`src/rtl/cipher_pkg.sv`:
```
// cipher_pkg -- shared definitions for the cipher stream controller.
//   state_t   : controller FSM states
//   CHAR_*    : ASCII letter bounds used for alphabetic classification
//   is_alpha  : 1 when an 8-bit character is 'A'-'Z' or 'a'-'z'
package cipher_pkg;

  typedef enum logic [1:0] {
    IDLE  = 2'd0,
    ISSUE = 2'd1,
    WAIT  = 2'd2,
    HOLD  = 2'd3
  } state_t;

  localparam logic [7:0] CHAR_UC_A = 8'h41;
  localparam logic [7:0] CHAR_UC_Z = 8'h5A;
  localparam logic [7:0] CHAR_LC_A = 8'h61;
  localparam logic [7:0] CHAR_LC_Z = 8'h7A;

  function automatic logic is_alpha(input logic [7:0] c);
    return ((c >= CHAR_UC_A) && (c <= CHAR_UC_Z)) ||
           ((c >= CHAR_LC_A) && (c <= CHAR_LC_Z));
  endfunction

endpackage

```
`src/rtl/cipher_stream_ctrl.sv`:
```
// cipher_stream_ctrl -- one-character-in-flight controller in front of an
// external shift-cipher core with fixed result latency LAT (0..7).
//
// Parameters: CHAR_W (char width, >= 8), KEY_W (key width), LAT (core latency)
// Ports:
//   clk, reset              : clock, synchronous active-high reset
//   in_valid/in_ready/in_char    : input character handshake
//   key_in/mode_in/key_load      : key + mode (1=add, 0=sub), loaded in IDLE only
//   cph_a/cph_b/cph_addsub/cph_enable/cph_result : external cipher core
//   out_valid/out_ready/out_char : output character handshake
//   busy, key_err (sticky), char_count (characters delivered, wraps)
//
// Build option: CIPHER_PASSTHRU_EN -- non-alphabetic characters bypass the
// core and go straight from IDLE to HOLD.
module cipher_stream_ctrl
  import cipher_pkg::*;
#(
  parameter int CHAR_W = 8,
  parameter int KEY_W  = 4,
  parameter int LAT    = 1
) (
  input  logic              clk,
  input  logic              reset,
  input  logic              in_valid,
  output logic              in_ready,
  input  logic [CHAR_W-1:0] in_char,
  input  logic [KEY_W-1:0]  key_in,
  input  logic              mode_in,
  input  logic              key_load,
  output logic [CHAR_W-1:0] cph_a,
  output logic [KEY_W-1:0]  cph_b,
  output logic              cph_addsub,
  output logic              cph_enable,
  input  logic [CHAR_W-1:0] cph_result,
  output logic              out_valid,
  input  logic              out_ready,
  output logic [CHAR_W-1:0] out_char,
  output logic              busy,
  output logic              key_err,
  output logic [15:0]       char_count
);

  state_t              state_q, state_d;
  logic [2:0]          lat_cnt_q, lat_cnt_d;
  logic [CHAR_W-1:0]   char_q;
  logic [KEY_W-1:0]    key_q;
  logic                mode_q;
  logic [CHAR_W-1:0]   out_char_q;
  logic                key_err_q;
  logic [15:0]         char_count_q;

  logic accept, capture, deliver, pass;
  logic in_ready_c, out_valid_c, core_active;
  logic bypass;

`ifdef CIPHER_PASSTHRU_EN
  // Upper bits must be zero for a character to count as a letter.
  assign bypass = !(is_alpha(in_char[7:0]) && ((in_char >> 8) == '0));
`else
  assign bypass = 1'b0;
`endif

  always_comb begin
    state_d     = state_q;
    lat_cnt_d   = lat_cnt_q;
    accept      = 1'b0;
    capture     = 1'b0;
    deliver     = 1'b0;
    pass        = 1'b0;
    in_ready_c  = 1'b0;
    out_valid_c = 1'b0;
    core_active = 1'b0;
    unique case (state_q)
      IDLE: begin
        in_ready_c = 1'b1;
        if (in_valid) begin
          accept = 1'b1;
          if (bypass) begin
            pass    = 1'b1;
            state_d = HOLD;
          end else begin
            state_d = ISSUE;
          end
        end
      end
      ISSUE: begin
        core_active = 1'b1;
        if (LAT == 0) begin
          capture = 1'b1;
          state_d = HOLD;
        end else begin
          // Counter holds remaining WAIT cycles minus one; capture at zero.
          lat_cnt_d = 3'(LAT - 1);
          state_d   = WAIT;
        end
      end
      WAIT: begin
        core_active = 1'b1;
        if (lat_cnt_q == 3'd0) begin
          capture = 1'b1;
          state_d = HOLD;
        end else begin
          lat_cnt_d = lat_cnt_q - 3'd1;
        end
      end
      HOLD: begin
        out_valid_c = 1'b1;
        if (out_ready) begin
          deliver = 1'b1;
          state_d = IDLE;
        end
      end
      default: state_d = IDLE;
    endcase
  end

  always_ff @(posedge clk) begin
    if (reset) begin
      state_q      <= IDLE;
      lat_cnt_q    <= '0;
      char_q       <= '0;
      key_q        <= '0;
      mode_q       <= 1'b1;
      out_char_q   <= '0;
      key_err_q    <= 1'b0;
      char_count_q <= '0;
    end else begin
      state_q   <= state_d;
      lat_cnt_q <= lat_cnt_d;
      if (accept)  char_q     <= in_char;
      if (capture) out_char_q <= cph_result;
      if (pass)    out_char_q <= in_char;
      if (key_load) begin
        if (state_q == IDLE) begin
          key_q  <= key_in;
          mode_q <= mode_in;
        end else begin
          key_err_q <= 1'b1;
        end
      end
      if (deliver) char_count_q <= char_count_q + 16'd1;
    end
  end

  // Outputs are gated by reset so the reset values hold for the whole time
  // reset is high, not only from the first sampled edge.
  assign in_ready   = in_ready_c & ~reset;
  assign out_valid  = out_valid_c & ~reset;
  assign busy       = (state_q != IDLE) & ~reset;
  assign cph_enable = core_active & ~reset;
  assign cph_a      = cph_enable ? char_q : '0;
  assign cph_b      = cph_enable ? key_q : '0;
  assign cph_addsub = cph_enable ? mode_q : 1'b1;
  assign out_char   = reset ? '0 : out_char_q;
  assign key_err    = key_err_q & ~reset;
  assign char_count = reset ? '0 : char_count_q;

endmodule

```
`config.mk`:
```
export PLATFORM = sky130hd
export DESIGN_NAME = cipher_stream_ctrl
export DESIGN_NICKNAME = d
export VERILOG_FILES = /design/src/rtl/cipher_pkg.sv /design/src/rtl/cipher_stream_ctrl.sv
export SDC_FILE = /design/constraint.sdc
export NUM_CORES = 1
export LEC_CHECK = 0
export ABC_AREA = 1
export BUFFER_PORTS_ARGS = -buffer_cell sky130_fd_sc_hd__buf_2
export CAP_MARGIN = 20
export CORE_ASPECT_RATIO = 1.75
export CORE_MARGIN = 1.5
export CORE_UTILIZATION = 45
export DETAILED_ROUTE_END_ITERATION = 6
export PLACE_DENSITY = 0.84
export SLEW_MARGIN = 25
export SYNTH_ARGS = -nofsm -noshare
export SYNTH_HDL_FRONTEND = slang
export SYNTH_SLANG_ARGS = --single-unit
```
`constraint.sdc`:
```
create_clock -name clk -period 1.5 [get_ports clk]
set_input_delay 0 -clock clk [delete_from_list [all_inputs] [get_ports clk]]
set_output_delay 0 -clock clk [all_outputs]
set_load 0.05 [all_outputs]
```
After elaboration in Yosys (flattened, before gate mapping)
Index checks and enable logic that the tools add are counted.

Add/sub/neg operators: 2. Eq/ne operators: 7. Mux-type cells: 20. Bitwise gates (word level): 7. Reduce and logical (&&, ||, !) cells: 9.

Operators with widths (number): adder 16 x 1 -> 16 bit, second input constant (1); 2-to-1 mux 16 bit (1); 2-to-1 mux 8 bit (2); 2-to-1 mux 1 bit (10); != test 2 bit, second input constant (4); one-hot mux 2 bit (4 select lines) (1); 2-to-1 mux 2 bit (3); one-hot mux 3 bit (2 select lines) (1); AND reduction 2 bit (3); bitwise AND 1 bit (5); == test 2 bit, second input constant (2); 2-to-1 mux 4 bit (1); nonzero test 2 bit (2); zero test 3 bit (1); 2-to-1 mux 3 bit (1); AND reduction 3 bit (1); subtractor 3 x 1 -> 3 bit, second input constant (1); == test 2 x 1 -> 1 bit, second input constant (1); zero test 2 bit (1); NOT 1 bit (2); OR reduction 2 bit (1).

Register bits after elaboration: 43. Input bits: 26. Output and inout port bits: 42. Logic and storage cells: 53.

Depth between registers and ports, before layout
Gate-level depths: netlist of run 1.

Depth in word-level cells: 5. Depth in mapped cells: 9. Mapped depth without buffers: 9.

Worst setup path before layout of run 1
No wires, ideal clock.

Kind: register to output. From: reg state_q[1]. To: out cph_a[1]. Arrival: 1.662 ns. Data required time: 1.500 ns. Slack: -0.162 ns. Stages on the path, launching flop included: 6. Path buffers: 1. Cells stage by stage: dfxtp_1 -> inv_1 -> ha_1 -> nand2_1 -> clkbuf_1 -> nor2_1.

Cells in the longest elaborated chain, start to end: 5. Elaborated cells between the ends (all ways): 6. Classes of those cells: 2 x eq/ne; 2 x mux; 1 x bitwise; 1 x reduce/logical.

Ends and longest elaborated chain: from (decl) (RTL line cipher_stream_ctrl.sv:43) `state_t state_q, state_d;`; from (signal assigned) (RTL line cipher_stream_ctrl.sv:128) `state_q <= state_d;`; == test 2 bit or == test 2 x 1 -> 1 bit (tied branches) (RTL line cipher_stream_ctrl.sv:73) `unique case (state_q)`; OR reduction 2 bit (no source line) *; 2-to-1 mux 1 bit * (RTL line cipher_stream_ctrl.sv:73); bitwise AND 1 bit * (RTL line cipher_stream_ctrl.sv:150) `assign cph_enable = core_active & ~reset;`; 2-to-1 mux 8 bit * (RTL line cipher_stream_ctrl.sv:151) `assign cph_a = cph_enable ? char_q : '0;`; to (decl) (RTL line cipher_stream_ctrl.sv:30) `output logic [CHAR_W-1:0] cph_a,`.

Mark *: on every way between the ends. The rest lies on a longest branch, timed or not.

Worst setup path in the final report of run 1
From: reg state_q[0]. To: out cph_a[7].

The elaborated chain is that of the path after synthesis.

==> results of run 1 <==
==> final timing paths <==
| path | from | end | slack, ns | cells after the start |
|---|---|---|---|---|
| max | state_q[0] | cph_a[7] | -0.03 | 6 |
| max reg2reg | state_q[0] | mode_q | 0.05 | 5 |
| min reg2reg | out_char_q[4] | out_char_q[4] | 0.46 | 2 |
| min | in_char[2] | char_q[2] | 0.09 | 3 |
==> repair_timing <==
| item | CTS | global route |
|---|---|---|
| gates resized for setup | 36 | 44 |
| hold buffers | 22 | 0 |
| endpoints found under the setup margin | 16 | 38 |
| hold endpoints to repair | 21 | 0 |
| pin swaps | 1 | 2 |
| setup buffers | 1 | 4 |
==> worst max-delay path: cells and delay by family (launching register included) <==
family | cells | cell delay (ns)
simple gates | 2 | 0.17
fa+ha+maj | 1 | 0.27
buf+inv | 3 | 0.40
flops | 1 | 0.37
==> layout make-up <==
| type | count | area share |
|---|---|---|
| Multi-Input combinational cell | 202 | 0.372 |
| Sequential cell | 43 | 0.272 |
| Timing Repair Buffer | 99 | 0.234 |
| Inverter | 60 | 0.0723 |
| Clock buffer | 5 | 0.0216 |
| Tap cell | 52 | 0.0204 |
| Clock inverter | 3 | 0.00786 |
==> cell usage after synthesis (2+ instances only) <==
master	instances	area, um2
o21ai_0	28	140
nand2_1	33	124
nand4_1	5	31.3
buf_2	5	25.0
nand2_2	5	31.3
nor3_1	4	20.0
o21ai_1	4	20.0
ha_1	8	100
buf_6	2	22.5
nor2_4	2	22.5
inv_1	58	218
a21oi_1	32	160
clkbuf_1	3	11.3
nor2_1	61	229
nand3_1	10	50.1
nor2_2	2	12.5
nor3_4	2	32.5
dfxtp_1	43	861
==> layer usage <==
metal,part of all wire,up-vias
met5,0,-
met3,0.047,26
met1,0.36,1114
met4,0.048,0
li1,-,1173
met2,0.54,102
==> state kept, by name, summed over array words and instances (netlist names) <==
| register | cells |
|---|---|
| char_count_q | 16 |
| char_q | 8 |
| key_err_q | 1 |
| key_q | 4 |
| lat_cnt_q | 3 |
| mode_q | 1 |
| out_char_q | 8 |
| state_q | 2 |
==> power groups by stage <==
stage / Sequential [mW] / Clock [mW] / Combinational, mW
4_1_cts: 1.47 / 0.786 / 1.93
6_report: 1.50 / 0.767 / 2.41
3_3_place_gp: 1.48 / 0 / 1.63
2_1_floorplan: 1.48 / 0 / 1.33
5_1_grt: 1.51 / 0.824 / 2.59
3_5_place_dp: 1.50 / 0 / 1.68
==> placed cells by master (no fill, tap or decap), types with 2 or more instances in the layout <==
cell type	n
nand2_2	5
buf_8	3
nand3_1	10
buf_2	53
inv_1	55
inv_4	2
clkbuf_8	5
nand2_1	31
nor2_4	15
nand2_4	2
o21ai_0	27
buf_6	12
o21ai_1	4
ha_1	6
nand4_1	5
ha_4	2
buf_4	8
nor2_1	48
dfxtp_2	3
nor3_4	2
inv_2	3
dlygate4sd3_1	22
a21oi_1	31
clkinv_4	2
nor2_2	2
dfxtp_1	40
nor3_1	4
==> cell families after synthesis <==
logic type | after synthesis | synth area share
flops | 43 | 0.395
simple gates | 127 | 0.267
buf+inv | 71 | 0.133
fa+ha+maj | 8 | 0.0460
compound gates | 67 | 0.159
==> per-stage QoR <==
stage	hold WS [ns]	area (um2)	instances
final	0.0920	3180	464
after global routing	0.0960	3180	464
after CTS	0.0306	2980	460
after detailed placement	0.245	2550	429
after global placement	0.255	2550	429
after floorplan	0.144	2180	316
==> run_results.csv, run 1 <==
group,metric,value,unit
status,status,"finished with violations",
status,violations,"negative setup slack",
timing,fmax,653,MHz
yosys,syn-cell-area,2180,um2
timing,fin_crit,1.53,ns
drt,dr.pass1.iters,4,
drt,drtAntennaViolNets,0,
power_and_ir_drop,power_density,1470,nW/um2
global_routing,grt_overflow,0,
critical_path,slowest_delay,0.37,ns
floorplan,pin_count,68,
floorplan,die-area,5280,um2
global_routing,grt_pass1_vias,2251,
global_routing,global_route.usage.met2,0.455,
placed_design,globalplace.congestion,0.887,
yosys,syn_area_per_cell,6.89,um2
critical_path,startpoint_type,"flip-flop",
power_and_ir_drop,total_power,4.67,mW
drt,vias_per_cell,5.20,
power_and_ir_drop,switchingPower,2.12,mW
global_routing,grt_use_met3,0.0393,
clock_network,clk_pin_slew,0.09,ns
critical_path,cp_data_arrival_time,1.53,ns
floorplan,row_count,33,
finish,register_area,865,um2
clock_network,cts_root_buf,"clkbuf_8",
drt,drc_errors,0,
floorplan,core-area,4670,um2
floorplan,die_h,95.0,um
power_and_ir_drop,peakVddDrop,1200,uV
timing,tightest_slew,0.425,ns
floorplan,die_w,55.6,um
timing,setup_viol,8,
yosys,synthArstFlopShare,0,
critical_path,required,1.50,ns
placed_design,place_ws,0.0183,ns
finish,drive_above_1_share,0.308,
timing,slew_violations,0,
critical_path,cp_cell_sequence,"inv_4 -> ha_4 -> nand2_4 -> buf_12 -> nor2_4 -> buf_6",
power_and_ir_drop,p_sw_frac,0.454,
timing,setup_tns,-0.159,ns
global_routing,grt_start_max_net_pins,31,
yosys,yosysSeqAreaShare,0.395,
power_and_ir_drop,p_leak,1.43,nW
clock_network,cts_sinks,43,
finish,area_growth_syn_to_layout,46.1,%
clock_network,cts_tree,"yes",
timing,finalClockSkew,0.00675,ns
global_routing,grt_usage,0.240,
critical_path,endpoint_kind,"primary output",
timing,hold_viol,0,
drt,drt_iter0_drc,155,
yosys,yosys_warnings,0,
global_routing,antenna_found_initial,0,
yosys,synth_edf_count,0,
power_and_ir_drop,internal-power,2.55,mW
global_routing,grt_first_pass_wirelength,9.96,mm
finish,final.fill_count,370,
hold_path,hold_class,"in2reg",
yosys,dominantRegCellSynth,"dfxtp_1",
timing,max_slew_margin,0.716,
clock_network,htreeDepth,2,
flow_run,drv_cap,0,
yosys,synth.net_count,350,
finish,fin_nets,445,
global_routing,groute.layer.met1.usage,0.250,
critical_path,crit_slowest_cell,"dfxtp_2",
timing,fin_ws,-0.0325,ns
timing,rsz0062_at_grt,"true",
clock_network,clock_insertion_delay_worst_skew,0.31,ns
critical_path,crit_type,"reg2out",
power_and_ir_drop,clock_power_share,0.164,
floorplan,start_util,0.467,
critical_path,path_max_fanout,8,
yosys,ys_types,27,
yosys,ys_seq_elements,43,
yosys,netlist_instances,316,
clock_network,cts_buffers,5,
drt,wl_per_cell,14.7,um
timing,post-route-period-util,1.02,
drt,vias,2415,
finish,diodes,0,
finish,fin_util,0.682,
power_and_ir_drop,p_seq_frac,0.320,
finish,multi_input_area,1180,um2
placed_design,hpwl,3.84,mm
power_and_ir_drop,pwr-share-comb,0.515,
placed_design,io_buffers,67,
global_routing,grt_busiest_layer,"met2",
clock_network,cts_buffer_depth,2,
drt,wl,6.82,mm
(Power assumes the default switching activity.)
==> inputs of run 2 (changes only) <==
--- a/config.mk
+++ b/config.mk
@@ -5,14 +5,13 @@
 export SDC_FILE = /design/constraint.sdc
 export NUM_CORES = 1
 export LEC_CHECK = 0
-export ABC_AREA = 1
 export BUFFER_PORTS_ARGS = -buffer_cell sky130_fd_sc_hd__buf_2
 export CAP_MARGIN = 20
 export CORE_ASPECT_RATIO = 1.75
 export CORE_MARGIN = 1.5
 export CORE_UTILIZATION = 45
 export DETAILED_ROUTE_END_ITERATION = 6
-export PLACE_DENSITY = 0.84
+export PLACE_DENSITY = 0.82
 export SLEW_MARGIN = 25
 export SYNTH_ARGS = -nofsm -noshare
 export SYNTH_HDL_FRONTEND = slang
==> run 2 against run 1 <==
  * The run still ends with negative setup slack left
  * Die area shrank 2.3%
  * Sequential cell count unchanged
  * Via count down 11%
  * Clock skew is 0.00091 ns higher
  * Sequential share of layout area down 1.2 points
  * Maximum frequency decreased by 3.5%
  * Combinational power fell by 22%
  * Largest power group unchanged
  * Register-to-register slack lost 0.04 ns
  * Clock-buffer cell count unchanged
  * Critical path depth unchanged
  * Core utilization is 6.1 points higher
  * Critical path type unchanged
==> run_results.csv, run 2 <==
group,metric,value,unit
status,status,"finished with violations",
status,violations,"negative setup slack",
yosys,synth_edf_count,0,
critical_path,reg2reg_depth,6,
timing,fin_ws,-0.0886,ns
yosys,netlist_instances,259,
placed_design,hpwl,3.52,mm
finish,area_growth_syn_to_layout,56.6,%
global_routing,grt_usage,0.233,
critical_path,r2r_setup_slack,0.01,ns
critical_path,critPathLaunch,"state_q[1]",
yosys,ys_seq_elements,43,
timing,holdWs,0.0237,ns
global_routing,grt_pass1_vias,2119,
timing,fin_crit,1.59,ns
clock_network,cts_tree,"yes",
yosys,synth_common_cells,"dfxtp_1 (43), nor2b_1 (28), nand2_1 (27), nand3_1 (27), nor2_1 (26)",
timing,post-route-period-util,1.06,
finish,largest_register,"char_count_q",
global_routing,grt_overflow,0,
timing,max_slew_margin,0.803,
timing,hold_viol,0,
flow_run,drv_cap,0,
critical_path,cp_data_arrival_time,1.59,ns
clock_network,clock_insertion_delay_worst_skew,0.30,ns
clock_network,clk_pin_slew,0.09,ns
finish,final_common_cell,"buf_2",
clock_network,cts_buffer_depth,2,
power_and_ir_drop,peakVddDrop,991,uV
critical_path,crit_type,"reg2out",
timing,finalClockSkew,0.00767,ns
timing,setup_viol,14,
finish,diodes,0,
drt,wl_per_cell,13.8,um
placed_design,io_buffers,67,
finish,fin_nets,403,
finish,largest_registers,"char_count_q x16, char_q x8, out_char_q x8",
global_routing,grt_start_max_net_pins,42,
finish,largest_reg_flops,16,
power_and_ir_drop,p_leak,1.50,nW
yosys,synth.net_count,293,
drt,dr.pass1.iters,4,
timing,slew_violations,0,
floorplan,die_w,55.0,um
yosys,yosysSeqAreaShare,0.405,
finish,final_cell_mix,"buf_2 (52), dfxtp_1 (40), buf_4 (27)",
finish,register_area,865,um2
finish,multi_input_area,1340,um2
power_and_ir_drop,power_density,1240,nW/um2
clock_network,cts_root_buf,"clkbuf_8",
drt,wl,5.82,mm
timing,rsz0062_at_grt,"true",
floorplan,die-area,5160,um2
critical_path,path_max_fanout,7,
yosys,yosysTopAreaCell,"dfxtp_1",
yosys,dominantRegCellSynth,"dfxtp_1",
drt,drc_errors,0,
finish,final.fill_count,300,
timing,tightest_slew,0.295,ns
finish,fin_util,0.743,
yosys,synthTopCellsByArea,"dfxtp_1 (40%), nor2b_1 (8.2%), nand3_1 (6.4%)",
global_routing,grt_first_pass_wirelength,8.75,mm
critical_path,startpoint_type,"flip-flop",
yosys,yosysMostFrequentCell,"dfxtp_1",
finish,drive_above_1_share,0.400,
critical_path,timing.rr.start,"state_q[1]",
clock_network,cts_sinks,43,
drt,vias_per_cell,5.13,
hold_path,hold_class,"in2reg",
hold_path,min_from,"key_load",
critical_path,r2r_end,"char_count_q[15]",
critical_path,endpoint_kind,"primary output",
yosys,synthArstFlopShare,0,
drt,vias,2159,
floorplan,pin_count,68,
floorplan,row_count,32,
critical_path,required,1.50,ns
placed_design,globalplace.congestion,0.746,
yosys,yosys_warnings,0,
yosys,syn_area_per_cell,8.21,um2
yosys,syn-cell-area,2130,um2
floorplan,core-area,4480,um2
drt,drtAntennaViolNets,0,
floorplan,die_h,94.0,um
finish,fin_cells,421,
drt,drt_iter0_drc,32,
global_routing,antenna_found_initial,0,
yosys,synth_top_cell_area_share,0.405,
clock_network,cts_buffers,5,
floorplan,start_util,0.474,
timing,fmax,630,MHz
critical_path,endpoint,"cph_a[7]",
yosys,ys_types,32,
clock_network,htreeDepth,2,
placed_design,dp_cells,385,
-- run 2: changes by cell type after synthesis, sizes merged, moves of 13 or more --
cell | before | now
nor2 | 65 | 29
and2 | 0 | 13
o21ai | 32 | 1
inv | 60 | 11
nor2b | 0 | 28
nand3 | 10 | 28
-- run 2: worst min path at each step --
stage                     to  slack (ns)  cells after the start
2_1_floorplan      key_err_q        0.11                      1
3_3_place_gp   out_char_q[1]        0.26                      3
3_5_place_dp       char_q[1]        0.26                      3
4_1_cts            key_err_q       0.007                      2
5_1_grt            key_err_q        0.03                      2
6_report           key_err_q        0.02                      2
-- run 2: area by class of cell --
| cell class | count | share of cell area |
|---|---|---|
| well taps | 51 | 0.0192 |
| multi-input cells | 192 | 0.402 |
| clock buffers | 5 | 0.0207 |
| inverters | 11 | 0.0124 |
| clock inverters | 3 | 0.0131 |
| repair buffers | 116 | 0.273 |
| flip-flops and latches | 43 | 0.260 |
-- run 2: metrics by stage --
stage	setup WS [ns]	cell area (um2)	power, mW	setup TNS [ns]
after floorplan	-0.0514	2150	2.34	-0.462
after global placement	0.0321	2660	2.71	0
after CTS	-0.0581	3220	4.03	-0.560
after detailed placement	-0.0444	2660	2.75	-0.108
final	-0.0886	3330	4.14	-0.995
after global routing	-0.142	3330	4.35	-1.94
-- run 2: what timing repair did --
action | in CTS | in global routing
setup buffers | 6 | 1
endpoints found under the hold margin | 20 | 0
gates resized for setup | 68 | 19
hold buffers | 20 | 0
setup endpoints to repair | 22 | 34
pin swaps | 14 | 6
cloned | 1 | 0
-- run 2: worst max-delay path: stages, from the launching register on --
cell and delay (ns):
dfxtp_2 0.35, inv_2 0.05, ha_4 0.26, nor2b_4 0.19
buf_6 0.15, and2_4 0.15, buf_8 0.14
-- run 2: power breakdown --
group | internal [mW] | leakage (nW) | switching (mW)
combinational | 0.843 | 1.09 | 1.05
sequential | 1.28 | 0.351 | 0.0655
clock | 0.496 | 0.0581 | 0.398
total | 2.62 | 1.50 | 1.51
-- run 2: kinds of logic after synthesis --
kind of cell             count (synthesis)  share of synthesized area
AND/OR/NAND/NOR                        140                      0.349
buffers and inverters                   24                     0.0465
AO/OA/AOI/OAI                           26                     0.0706
multiplexers                             8                     0.0406
adder cells (fa/ha/maj)                  8                     0.0471
XOR/XNOR                                10                     0.0412
flip-flops                              43                      0.405
-- run 2: routing by layer --
metal	global-route usage	routed length, um
met1	0.216	2030
met2	0.442	3390
met3	0.0430	224
met4	0.118	173
met5	0	0
==> inputs of run 3 (changes only) <==
--- a/config.mk
+++ b/config.mk
@@ -11,7 +11,7 @@
 export CORE_MARGIN = 1.5
 export CORE_UTILIZATION = 45
 export DETAILED_ROUTE_END_ITERATION = 6
-export PLACE_DENSITY = 0.82
+export PLACE_DENSITY = 0.72
 export SLEW_MARGIN = 25
 export SYNTH_ARGS = -nofsm -noshare
 export SYNTH_HDL_FRONTEND = slang
==> run 3 against run 2 <==
  * Non-clock buffer count up 1
  * Global-route usage fell by 0.27 points
  * Critical endpoint is now cph_a[1]
  * First-iteration DRC count increased by 6.3%
  * Clock skew up 0.00073 ns
  * Clock power down 25%
  * Hold slack worse by 0.0026 ns
  * The flow still finishes with violations (negative setup slack)
  * Register-to-register slack improved by 0.04 ns
  * Die area unchanged
  * Final cell count decreased by 0.24%
  * Sequential share of layout area grew 0.41 points
  * Critical path depth stayed put
==> run_results.csv, run 3 (synthesized netlist as in run 2, its figures left out) <==
group,metric,value,unit
status,status,"finished with violations",
status,violations,"negative setup slack",
power_and_ir_drop,power_density,1190,nW/um2
critical_path,path_max_fanout,7,
critical_path,required,1.50,ns
placed_design,dpl_cell_area,2680,um2
finish,final_cell_mix,"buf_2 (53), dfxtp_1 (40)",
finish,final_common_cell,"buf_2",
timing,finalClockSkew,0.00839,ns
clock_network,cts_buffers,5,
finish,fin_cells,420,
timing,tightest_slew,0.382,ns
drt,vias,2140,
timing,max_slew_margin,0.746,
finish,final_cell_area,3280,um2
global_routing,antenna_found_initial,0,
power_and_ir_drop,peakVddDrop,1100,uV
timing,setup_viol,12,
critical_path,crit_slowest_cell,"dfxtp_2",
timing,fmax,644,MHz
floorplan,core-area,4480,um2
finish,diodes,0,
timing,setup_tns,-0.517,ns
timing,hold_viol,0,
clock_network,cts_sinks,43,
global_routing,grt_first_pass_wirelength,8.81,mm
flow_run,drv_cap,0,
critical_path,cp_data_arrival_time,1.55,ns
clock_network,cts_tree,"yes",
finish,largest_reg_flops,16,
placed_design,io_buffers,67,
finish,drive_above_1_share,0.388,
drt,drtAntennaViolNets,0,
critical_path,crit_cells,6,
global_routing,grt_usage,0.230,
hold_path,min_path_cells,2,
finish,fin_nets,404,
drt,vias_per_cell,5.10,
drt,wl,5.67,mm
drt,wl_per_cell,13.5,um
timing,fin_ws,-0.0530,ns
clock_network,clock_insertion_delay_worst_skew,0.29,ns
global_routing,grt_pass1_vias,2122,
critical_path,critPathTopFamily,"flip-flops",
critical_path,endpoint_kind,"primary output",
floorplan,die_h,94.0,um
placed_design,globalplace.congestion,0.820,
critical_path,cp_cell_sequence,"inv_2 -> ha_4 -> nor2b_4 -> buf_6 -> and2_4 -> buf_8",
timing,slew_violations,0,
floorplan,die_w,55.0,um
clock_network,clk_pin_slew,0.08,ns
finish,largest_register,"char_count_q",
critical_path,startpoint_type,"flip-flop",
floorplan,start_util,0.474,
critical_path,reg2reg_depth,6,
clock_network,cts_root_buf,"clkbuf_8",
global_routing,grt_overflow,0,
floorplan,row_count,32,
placed_design,hpwl,3.67,mm
timing,post-route-period-util,1.04,
drt,drc_errors,0,
placed_design,dp_cells,386,
timing,fin_crit,1.55,ns
floorplan,pin_count,68,
global_routing,grt_start_max_net_pins,23,
clock_network,cts_buffer_depth,2,
power_and_ir_drop,p_leak,1.46,nW
hold_path,hold_class,"in2reg",
critical_path,path_buf_inv,3,
drt,drt_iter0_drc,34,
timing,rsz0062_at_grt,"true",
finish,area_growth_syn_to_layout,54.2,%
drt,dr.pass1.iters,5,
critical_path,slowest_delay,0.35,ns
finish,largest_registers,"char_count_q x16, char_q x8, out_char_q x8",
clock_network,htreeDepth,2,
floorplan,die-area,5160,um2
critical_path,crit_type,"reg2out",
==> run 3: final timing paths <==
kind,startpoint,slack [ns],to
worst max-delay path,state_q[0],-0.05,cph_a[1]
worst min-delay path,key_load,0.02,key_err_q
worst max register to register,state_q[1],0.05,char_count_q[14]
worst min register to register,out_char_q[5],0.45,out_char_q[5]
==> run 3: per-stage QoR <==
stage | power [mW] | setup WS (ns) | hold slack, ns | util
2_1_floorplan | 2.34 | -0.0514 | 0.110 | -
3_3_place_gp | 2.74 | 0.0135 | 0.253 | 0.598
3_5_place_dp | 2.78 | -0.0503 | 0.262 | 0.598
4_1_cts | 3.77 | -0.0427 | 0.0203 | 0.706
5_1_grt | 4.11 | -0.107 | 0.0186 | 0.731
6_report | 3.89 | -0.0530 | 0.0212 | 0.731
==> run 3: power breakdown <==
part	switching (mW)	internal, mW
clock	0.357	0.311
sequential	0.0712	1.28
combinational	1.04	0.827
total	1.47	2.42
==> run 3: cell type report <==
| cell class | instances | area, um2 |
|---|---|---|
| Multi-Input combinational cell | 192 | 1310 |
| Fill cell | 347 | 1200 |
| Timing Repair Buffer | 117 | 926 |
| Sequential cell | 43 | 865 |
| Clock buffer | 6 | 72.6 |
| Tap cell | 51 | 63.8 |
| Inverter | 11 | 41.3 |
==> run 3: layer usage <==
layer  GRT usage  share of wire  vias up
li1            -              -     1064
met1       0.217           0.35     1006
met3      0.0446          0.041       12
met4      0.0833          0.020        0
met5           0              0        -
met2       0.449           0.59       58
==> run 3: worst register-to-register path: cells and delay by family (launching register included) <==
family        cells  cell delay, ns
mux               1            0.32
buf+inv           1            0.13
fa+ha+maj         1            0.17
flops             1            0.34
simple gates      3            0.39
==> run 3: what timing repair did <==
| action | 4_1_cts | 5_1_grt |
|---|---|---|
| endpoints found under the hold margin | 20 | 0 |
| pin swaps | 10 | 11 |
| buffers inserted | 4 | 3 |
| setup endpoints to repair | 27 | 33 |
| gates resized for setup | 59 | 22 |
| gates cloned | 1 | 0 |
| hold buffers | 20 | 0 |
